==> src/rtl/sha_pkg.sv <==
// Shared types and constants for the SHA-2 message schedule generator:
// FSM state encoding, sigma rotate/shift amounts and the default round count.
package sha_pkg;

  typedef enum logic [1:0] {
    IDLE = 2'd0,
    LOAD = 2'd1,
    RUN  = 2'd2,
    DONE = 2'd3
  } state_t;

  // SHA-256 small sigmas
  localparam int S32_SIG0_A   = 7;
  localparam int S32_SIG0_B   = 18;
  localparam int S32_SIG0_SHR = 3;
  localparam int S32_SIG1_A   = 17;
  localparam int S32_SIG1_B   = 19;
  localparam int S32_SIG1_SHR = 10;

  // SHA-512 small sigmas
  localparam int S64_SIG0_A   = 1;
  localparam int S64_SIG0_B   = 8;
  localparam int S64_SIG0_SHR = 7;
  localparam int S64_SIG1_A   = 19;
  localparam int S64_SIG1_B   = 61;
  localparam int S64_SIG1_SHR = 6;

  function automatic int default_rounds(input int word_w);
    return (word_w == 64) ? 80 : 64;
  endfunction

endpackage

==> src/rtl/gen_w_sigma.sv <==
// Combinational SHA-2 small sigma: UPPER=0 gives sig0, UPPER=1 gives sig1,
// with the rotate/shift amounts chosen by WORD_W (32 or 64).
module gen_w_sigma
  import sha_pkg::*;
#(
  parameter int WORD_W = 32,
  parameter bit UPPER  = 1'b0
) (
  input  logic [WORD_W-1:0] x,
  output logic [WORD_W-1:0] sig
);

  localparam int ROT_A = (WORD_W == 64) ? (UPPER ? S64_SIG1_A   : S64_SIG0_A)
                                        : (UPPER ? S32_SIG1_A   : S32_SIG0_A);
  localparam int ROT_B = (WORD_W == 64) ? (UPPER ? S64_SIG1_B   : S64_SIG0_B)
                                        : (UPPER ? S32_SIG1_B   : S32_SIG0_B);
  localparam int SHR   = (WORD_W == 64) ? (UPPER ? S64_SIG1_SHR : S64_SIG0_SHR)
                                        : (UPPER ? S32_SIG1_SHR : S32_SIG0_SHR);

  function automatic logic [WORD_W-1:0] rotr(input logic [WORD_W-1:0] v, input int n);
    return (v >> n) | (v << (WORD_W - n));
  endfunction

  assign sig = rotr(x, ROT_A) ^ rotr(x, ROT_B) ^ (x >> SHR);

endmodule

==> src/rtl/gen_w_sched.sv <==
// SHA-2 message schedule generator: streams W_0..W_ROUNDS-1 over a valid/ready
// port from a 16-word circular window. GEN_W_SCHED_RANDOM_READ_EN adds a readable store of all words.
module gen_w_sched
  import sha_pkg::*;
#(
  parameter int WORD_W = 32,
  parameter int ROUNDS = default_rounds(WORD_W)
) (
  input  logic                 clock,
  input  logic                 reset,
  input  logic                 local_go_sig,
  input  logic [16*WORD_W-1:0] pad_reg,
  input  logic                 w_ready,
  output logic                 w_valid,
  output logic [WORD_W-1:0]    w_data,
  output logic [6:0]           w_index,
  output logic                 busy,
  output logic                 done
`ifdef GEN_W_SCHED_RANDOM_READ_EN
  ,
  input  logic                 w_reg_read,
  input  logic [6:0]           w_reg_addr,
  output logic                 regop_w_reg_rdy,
  output logic [WORD_W-1:0]    regop_w_reg_data
`endif
);

  state_t state, next_state;

  logic [WORD_W-1:0] window [16];
  logic [6:0]        t;
  logic [6:0]        t_next;
  logic [3:0]        slot_n, slot_2, slot_7, slot_15;
  logic [WORD_W-1:0] sig0_out, sig1_out, next_w;
  logic              handshake, last_word;

  assign w_valid   = (state == RUN);
  assign busy      = (state != IDLE);
  assign done      = (state == DONE);
  assign w_index   = t;
  assign handshake = w_valid & w_ready;
  assign last_word = (t == 7'(ROUNDS - 1));

  // Window slots of the taps for the word after the current one
  assign t_next  = t + 7'd1;
  assign slot_n  = t_next[3:0];
  assign slot_2  = slot_n - 4'd2;
  assign slot_7  = slot_n - 4'd7;
  assign slot_15 = slot_n - 4'd15;

  gen_w_sigma #(.WORD_W(WORD_W), .UPPER(1'b0)) u_sig0 (
    .x   (window[slot_15]),
    .sig (sig0_out)
  );

  gen_w_sigma #(.WORD_W(WORD_W), .UPPER(1'b1)) u_sig1 (
    .x   (window[slot_2]),
    .sig (sig1_out)
  );

  // Slot t_next mod 16 still holds W_(t_next-16) until it is overwritten
  always_comb begin
    next_w = window[slot_n];
    if (t_next >= 7'd16)
      next_w = sig1_out + window[slot_7] + sig0_out + window[slot_n];
  end

  always_ff @(posedge clock) begin
    if (reset) state <= IDLE;
    else       state <= next_state;
  end

  always_comb begin
    next_state = state;
    case (state)
      IDLE:    if (local_go_sig) next_state = LOAD;
      LOAD:    next_state = RUN;
      RUN:     if (handshake && last_word) next_state = DONE;
      DONE:    if (!local_go_sig) next_state = IDLE;
      default: next_state = IDLE;
    endcase
  end

  always_ff @(posedge clock) begin
    if (reset) begin
      for (int i = 0; i < 16; i++) window[i] <= '0;
      t      <= '0;
      w_data <= '0;
    end else if (state == LOAD) begin
      for (int i = 0; i < 16; i++) window[i] <= pad_reg[(15-i)*WORD_W +: WORD_W];
      t      <= '0;
      w_data <= pad_reg[16*WORD_W-1 -: WORD_W];
    end else if (handshake && !last_word) begin
      t      <= t_next;
      w_data <= next_w;
      if (t_next >= 7'd16) window[slot_n] <= next_w;
    end
  end

`ifdef GEN_W_SCHED_RANDOM_READ_EN
  localparam int AW = $clog2(ROUNDS);

  logic [WORD_W-1:0] store [ROUNDS];
  logic [WORD_W-1:0] rd_stage;
  logic              rd_pending;

  always_ff @(posedge clock) begin
    if (handshake) store[t[AW-1:0]] <= w_data;
  end

  // Two-stage read: array lookup, then output register
  always_ff @(posedge clock) begin
    if (reset) begin
      rd_pending       <= 1'b0;
      rd_stage         <= '0;
      regop_w_reg_data <= '0;
      regop_w_reg_rdy  <= 1'b0;
    end else begin
      rd_pending <= w_reg_read;
      if (w_reg_read)
        rd_stage <= (w_reg_addr < 7'(ROUNDS)) ? store[w_reg_addr[AW-1:0]] : '0;
      if (rd_pending)
        regop_w_reg_data <= rd_stage;
      if (next_state == IDLE)
        regop_w_reg_rdy <= 1'b0;
      else if (handshake)
        regop_w_reg_rdy <= 1'b1;
    end
  end
`else
  // Only the 16-entry window holds schedule state in this build.
`endif

endmodule
==> config.mk <==
export PLATFORM = sky130hd
export DESIGN_NAME = gen_w_sched
export DESIGN_NICKNAME = d
export VERILOG_FILES = /design/src/rtl/sha_pkg.sv /design/src/rtl/gen_w_sigma.sv /design/src/rtl/gen_w_sched.sv
export SDC_FILE = /design/constraint.sdc
export NUM_CORES = 2
export LEC_CHECK = 0
export ABC_CLOCK_PERIOD_IN_PS = 7970
export BUFFER_PORTS_ARGS = -buffer_cell sky130_fd_sc_hd__buf_2
export CORE_UTILIZATION = 45
export CTS_CLUSTER_SIZE = 14
export DETAILED_ROUTE_END_ITERATION = 6
export PLACE_DENSITY = 0.68
export SLEW_MARGIN = 20
export SYNTH_ARGS = -nofsm -noshare
export SYNTH_HDL_FRONTEND = slang
export SYNTH_SLANG_ARGS = --single-unit
==> constraint.sdc <==
create_clock -name clock -period 7.97 [get_ports clock]
set_input_delay 1.1955 -clock clock [delete_from_list [all_inputs] [get_ports clock]]
set_output_delay 1.1955 -clock clock [all_outputs]
set_load 0.1 [all_outputs]
==> impl_metrics.env <==
export IMPL_status="finished clean"
export IMPL_h_tree_depth=2
export IMPL_placed_cell_area_sq_mm=0.04362
export IMPL_hold_viol=0
export IMPL_setup_viol=0
export IMPL_slew_headroom=0.2507
export IMPL_power_frac_seq=0.209
export IMPL_wl_per_cell_microns=34.17
export IMPL_worstMarginPinSlew_ps=1123
export IMPL_post_cts_resized=0
export IMPL_clk_pin_slew_ps=60
export IMPL_cp_end_kind="flop"
export IMPL_syn_area_per_cell_sq_um=12.14
export IMPL_cts_buffers=60
export IMPL_synth_edf_count=512
export IMPL_hold_end="w_data[12]$_SDFFE_PP0P_"
export IMPL_clockBufferDepth=3
export IMPL_r2r_start="w_index[1]$_SDFFE_PP0P_"
export IMPL_maxCapViolCount=0
export IMPL_core_sq_mm=0.08662
export IMPL_area_growth_pct=16.33
export IMPL_synthFlopType="edfxtp_1"
export IMPL_internal_power_w=0.01175
export IMPL_port_buffers=557
export IMPL_yosysTopAreaCell="edfxtp_1"
export IMPL_cts_sinks=553
export IMPL_num_vias=33439
export IMPL_grt_pass1_vias=31618
export IMPL_fin_util=0.5277
export IMPL_die_w_microns=297.5
export IMPL_track_usage=0.3706
export IMPL_dp_hpwl_microns=124400
export IMPL_drive_above_1_share=0.3394
export IMPL_yosysWarnings=0
export IMPL_grt_pass1_wl_microns=233700
export IMPL_swShare=0.4906
export IMPL_hold_path_class="reg2reg"
export IMPL_max_freq_ghz=0.1304
export IMPL_boundaryPins=558
export IMPL_ys_async_sr_fraction=0
export IMPL_whs_path_depth=2
export IMPL_die_area_sq_mm=0.08851
export IMPL_yosysUniqueCellTypes=69
export IMPL_clock_latency_ps=670
export IMPL_post_cts_setup_buffer_count=0
export IMPL_hp_start="w_data[12]$_SDFFE_PP0P_"
export IMPL_required_ps=8340
export IMPL_overflow=0
export IMPL_synth_cells=3237
export IMPL_peakVddDrop_v=0.0007753
export IMPL_viasPerCell=6.834
export IMPL_timing_final_crit_share=0.9623
export IMPL_drt_initial_drc_count=6361
export IMPL_setup_tns_final_ps=0
export IMPL_drtAntennaViolNets=0
export IMPL_synth_area_leaders="edfxtp_1 39%, mux4_2 25%, o21ai_0 6.5%, nand2_1 4.1%, mux2i_1 3.5%"
export IMPL_cts_tree="done"
export IMPL_ys_seq_area_frac=0.4122
export IMPL_clockRootBuffer="clkbuf_16"
export IMPL_wirelength_microns=167200
export IMPL_r2r_setup_slack_ps=300
export IMPL_cp_max_fo=37
export IMPL_die_y_microns=297.5
export IMPL_min_period_ps=7669
export IMPL_clock_skew_ps=23.66
export IMPL_rsz0062_at_grt="false"
export IMPL_p_switching_w=0.01132
export IMPL_p_leak_nw=16.26
export IMPL_startpoint_type="flop"
export IMPL_rr_worst_depth=26
export IMPL_r2r_end="window[14][23]$_DFFE_PP_"
export IMPL_initial_core_util=0.4536
export IMPL_power_frac_comb=0.661
export IMPL_cts_hold_buf=0
export IMPL_synth_top_area_frac=0.3913
export IMPL_cp_data_arrival_time_ps=8040
export IMPL_syn_nets=3858
export IMPL_antenna_found_initial=11
export IMPL_clkPwrFrac=0.129
export IMPL_synth_seq_cells=553
export IMPL_rows=108
export IMPL_p_total_w=0.02306
export IMPL_stdcell_area_sq_mm=0.04571
export IMPL_dpl_cell_count=4777
export IMPL_powerDensity_mw_per_mm2=504.5
export IMPL_instances_no_fill=4893
export IMPL_gp_congestion=1.127
export IMPL_drc=0
export IMPL_drt_first_pass_iters=6
export IMPL_nets=4305
export IMPL_final_max_slew_viol_count=0
export IMPL_synth_area_sq_mm=0.03929
export IMPL_grt_max_degree=191
export IMPL_critPathKind="reg2reg"
==> through the flow <==
step / setup WS [ps] / hold WS, ps
after CTS: 393.1 / 514.8
after global placement: 519.6 / 480.3
after detailed placement: 378.6 / 508.0
final: 300.6 / 510.6
after global routing: 4.789 / 542.1
after floorplan: 7.149 / 517.5
==> cell families after synthesis <==
family,after synthesis,synth area share
xor+xnor,151,0.03582
flops,553,0.4122
mux,574,0.2836
buf+inv,364,0.03859
fa+ha+maj,105,0.04528
compound gates,711,0.09999
simple gates,779,0.08451
==> worst max-delay path: stages (launching register included) <==
cell and delay (ps):
dfxtp_4 410, inv_1 110, ha_1 230, nor2_4 420
buf_12 310, buf_4 260, mux4_2 320, mux2i_1 390
mux2i_1 320, xor2_1 240, xnor2_1 180, fa_1 400
inv_1 140, fa_1 430, ha_1 240, inv_1 100
fa_1 190, nor2b_1 70, o31a_1 300, o211a_1 270
o21ba_2 250, o2111ai_1 200, a21boi_0 160, o211a_1 250
or3_1 350, a31oi_4 570, o21ai_0 230
==> synth_stat cells, drive strengths merged (12+ instances only) <==
master / instances
a211oi: 26
a21oi: 69
a31oi: 13
a32o: 14
and3: 12
buf: 82
clkbuf: 217
dfxtp: 41
edfxtp: 512
fa: 62
ha: 43
inv: 63
mux2i: 139
mux4: 429
nand2: 435
nand3: 198
nor2: 92
nor2b: 18
o21ai: 525
xnor2: 119
xor2: 31
==> power groups by stage <==
stage / clock network, W / registers [W] / logic, W
3_5_place_dp: 0 / 0.00480 / 0.0148
6_report: 0.00298 / 0.00483 / 0.0153
3_3_place_gp: 0 / 0.00477 / 0.0147
5_1_grt: 0.00307 / 0.00485 / 0.0163
4_1_cts: 0.00297 / 0.00475 / 0.0149
2_1_floorplan: 0 / 0.00481 / 0.0102
==> state kept, by name (all words and copies together), names as in the netlist <==
name,flops
w_data,32
window,512
w_index,7
state,2
==> final cells by class <==
| class | instances | area [sq um] |
|---|---|---|
| Inverter | 65 | 256.5 |
| Antenna cell | 2 | 5.005 |
| Timing Repair Buffer | 684 | 3974 |
| Multi-Input combinational cell | 2320 | 21750 |
| Fill cell | 7509 | 40910 |
| Sequential cell | 553 | 16200 |
| Clock inverter | 48 | 505.5 |
| Clock buffer | 66 | 1565 |
| Tap cell | 1155 | 1445 |
==> placed cells by master (no fill, tap or decap), types with 13 or more instances in the layout <==
cell type,count
clkinv_1,13
nand2_1,424
a211oi_1,26
buf_12,17
xnor2_1,116
a32o_1,14
buf_4,109
nor2b_1,17
a21oi_1,67
nor2_1,88
o21ai_0,512
dfxtp_1,38
mux4_2,429
inv_1,61
ha_1,38
xor2_1,28
edfxtp_1,512
mux2i_1,136
clkbuf_16,61
fa_1,62
nand3_1,198
buf_2,557
==> metal layers <==
layer | wire [microns] | up-vias | part of all wire | global-route usage
met4 | 8155 | 12 | 0.049 | 0.1541
li1 | - | 13397 | - | -
met3 | 27170 | 408 | 0.16 | 0.1401
met2 | 71080 | 3086 | 0.43 | 0.5273
met5 | 79 | - | 0.00047 | 0
met1 | 60690 | 16536 | 0.36 | 0.5079
==> how the worst max path moves through the flow <==
stage                                        from                  endpoint  slack, ps  cells past startpoint
after detailed placement  w_index[0]$_SDFFE_PP0P_   window[7][23]$_DFFE_PP_        380                     21
after CTS                 w_index[0]$_SDFFE_PP0P_  window[14][23]$_DFFE_PP_        390                     21
final                     w_index[1]$_SDFFE_PP0P_  window[14][23]$_DFFE_PP_        300                     26
after floorplan           w_index[0]$_SDFFE_PP0P_  window[10][30]$_DFFE_PP_          7                     30
after global placement    w_index[0]$_SDFFE_PP0P_  window[14][23]$_DFFE_PP_        520                     21
after global routing      w_index[0]$_SDFFE_PP0P_  window[14][23]$_DFFE_PP_          5                     21
Note: power is estimated with default switching activity, not from simulation.
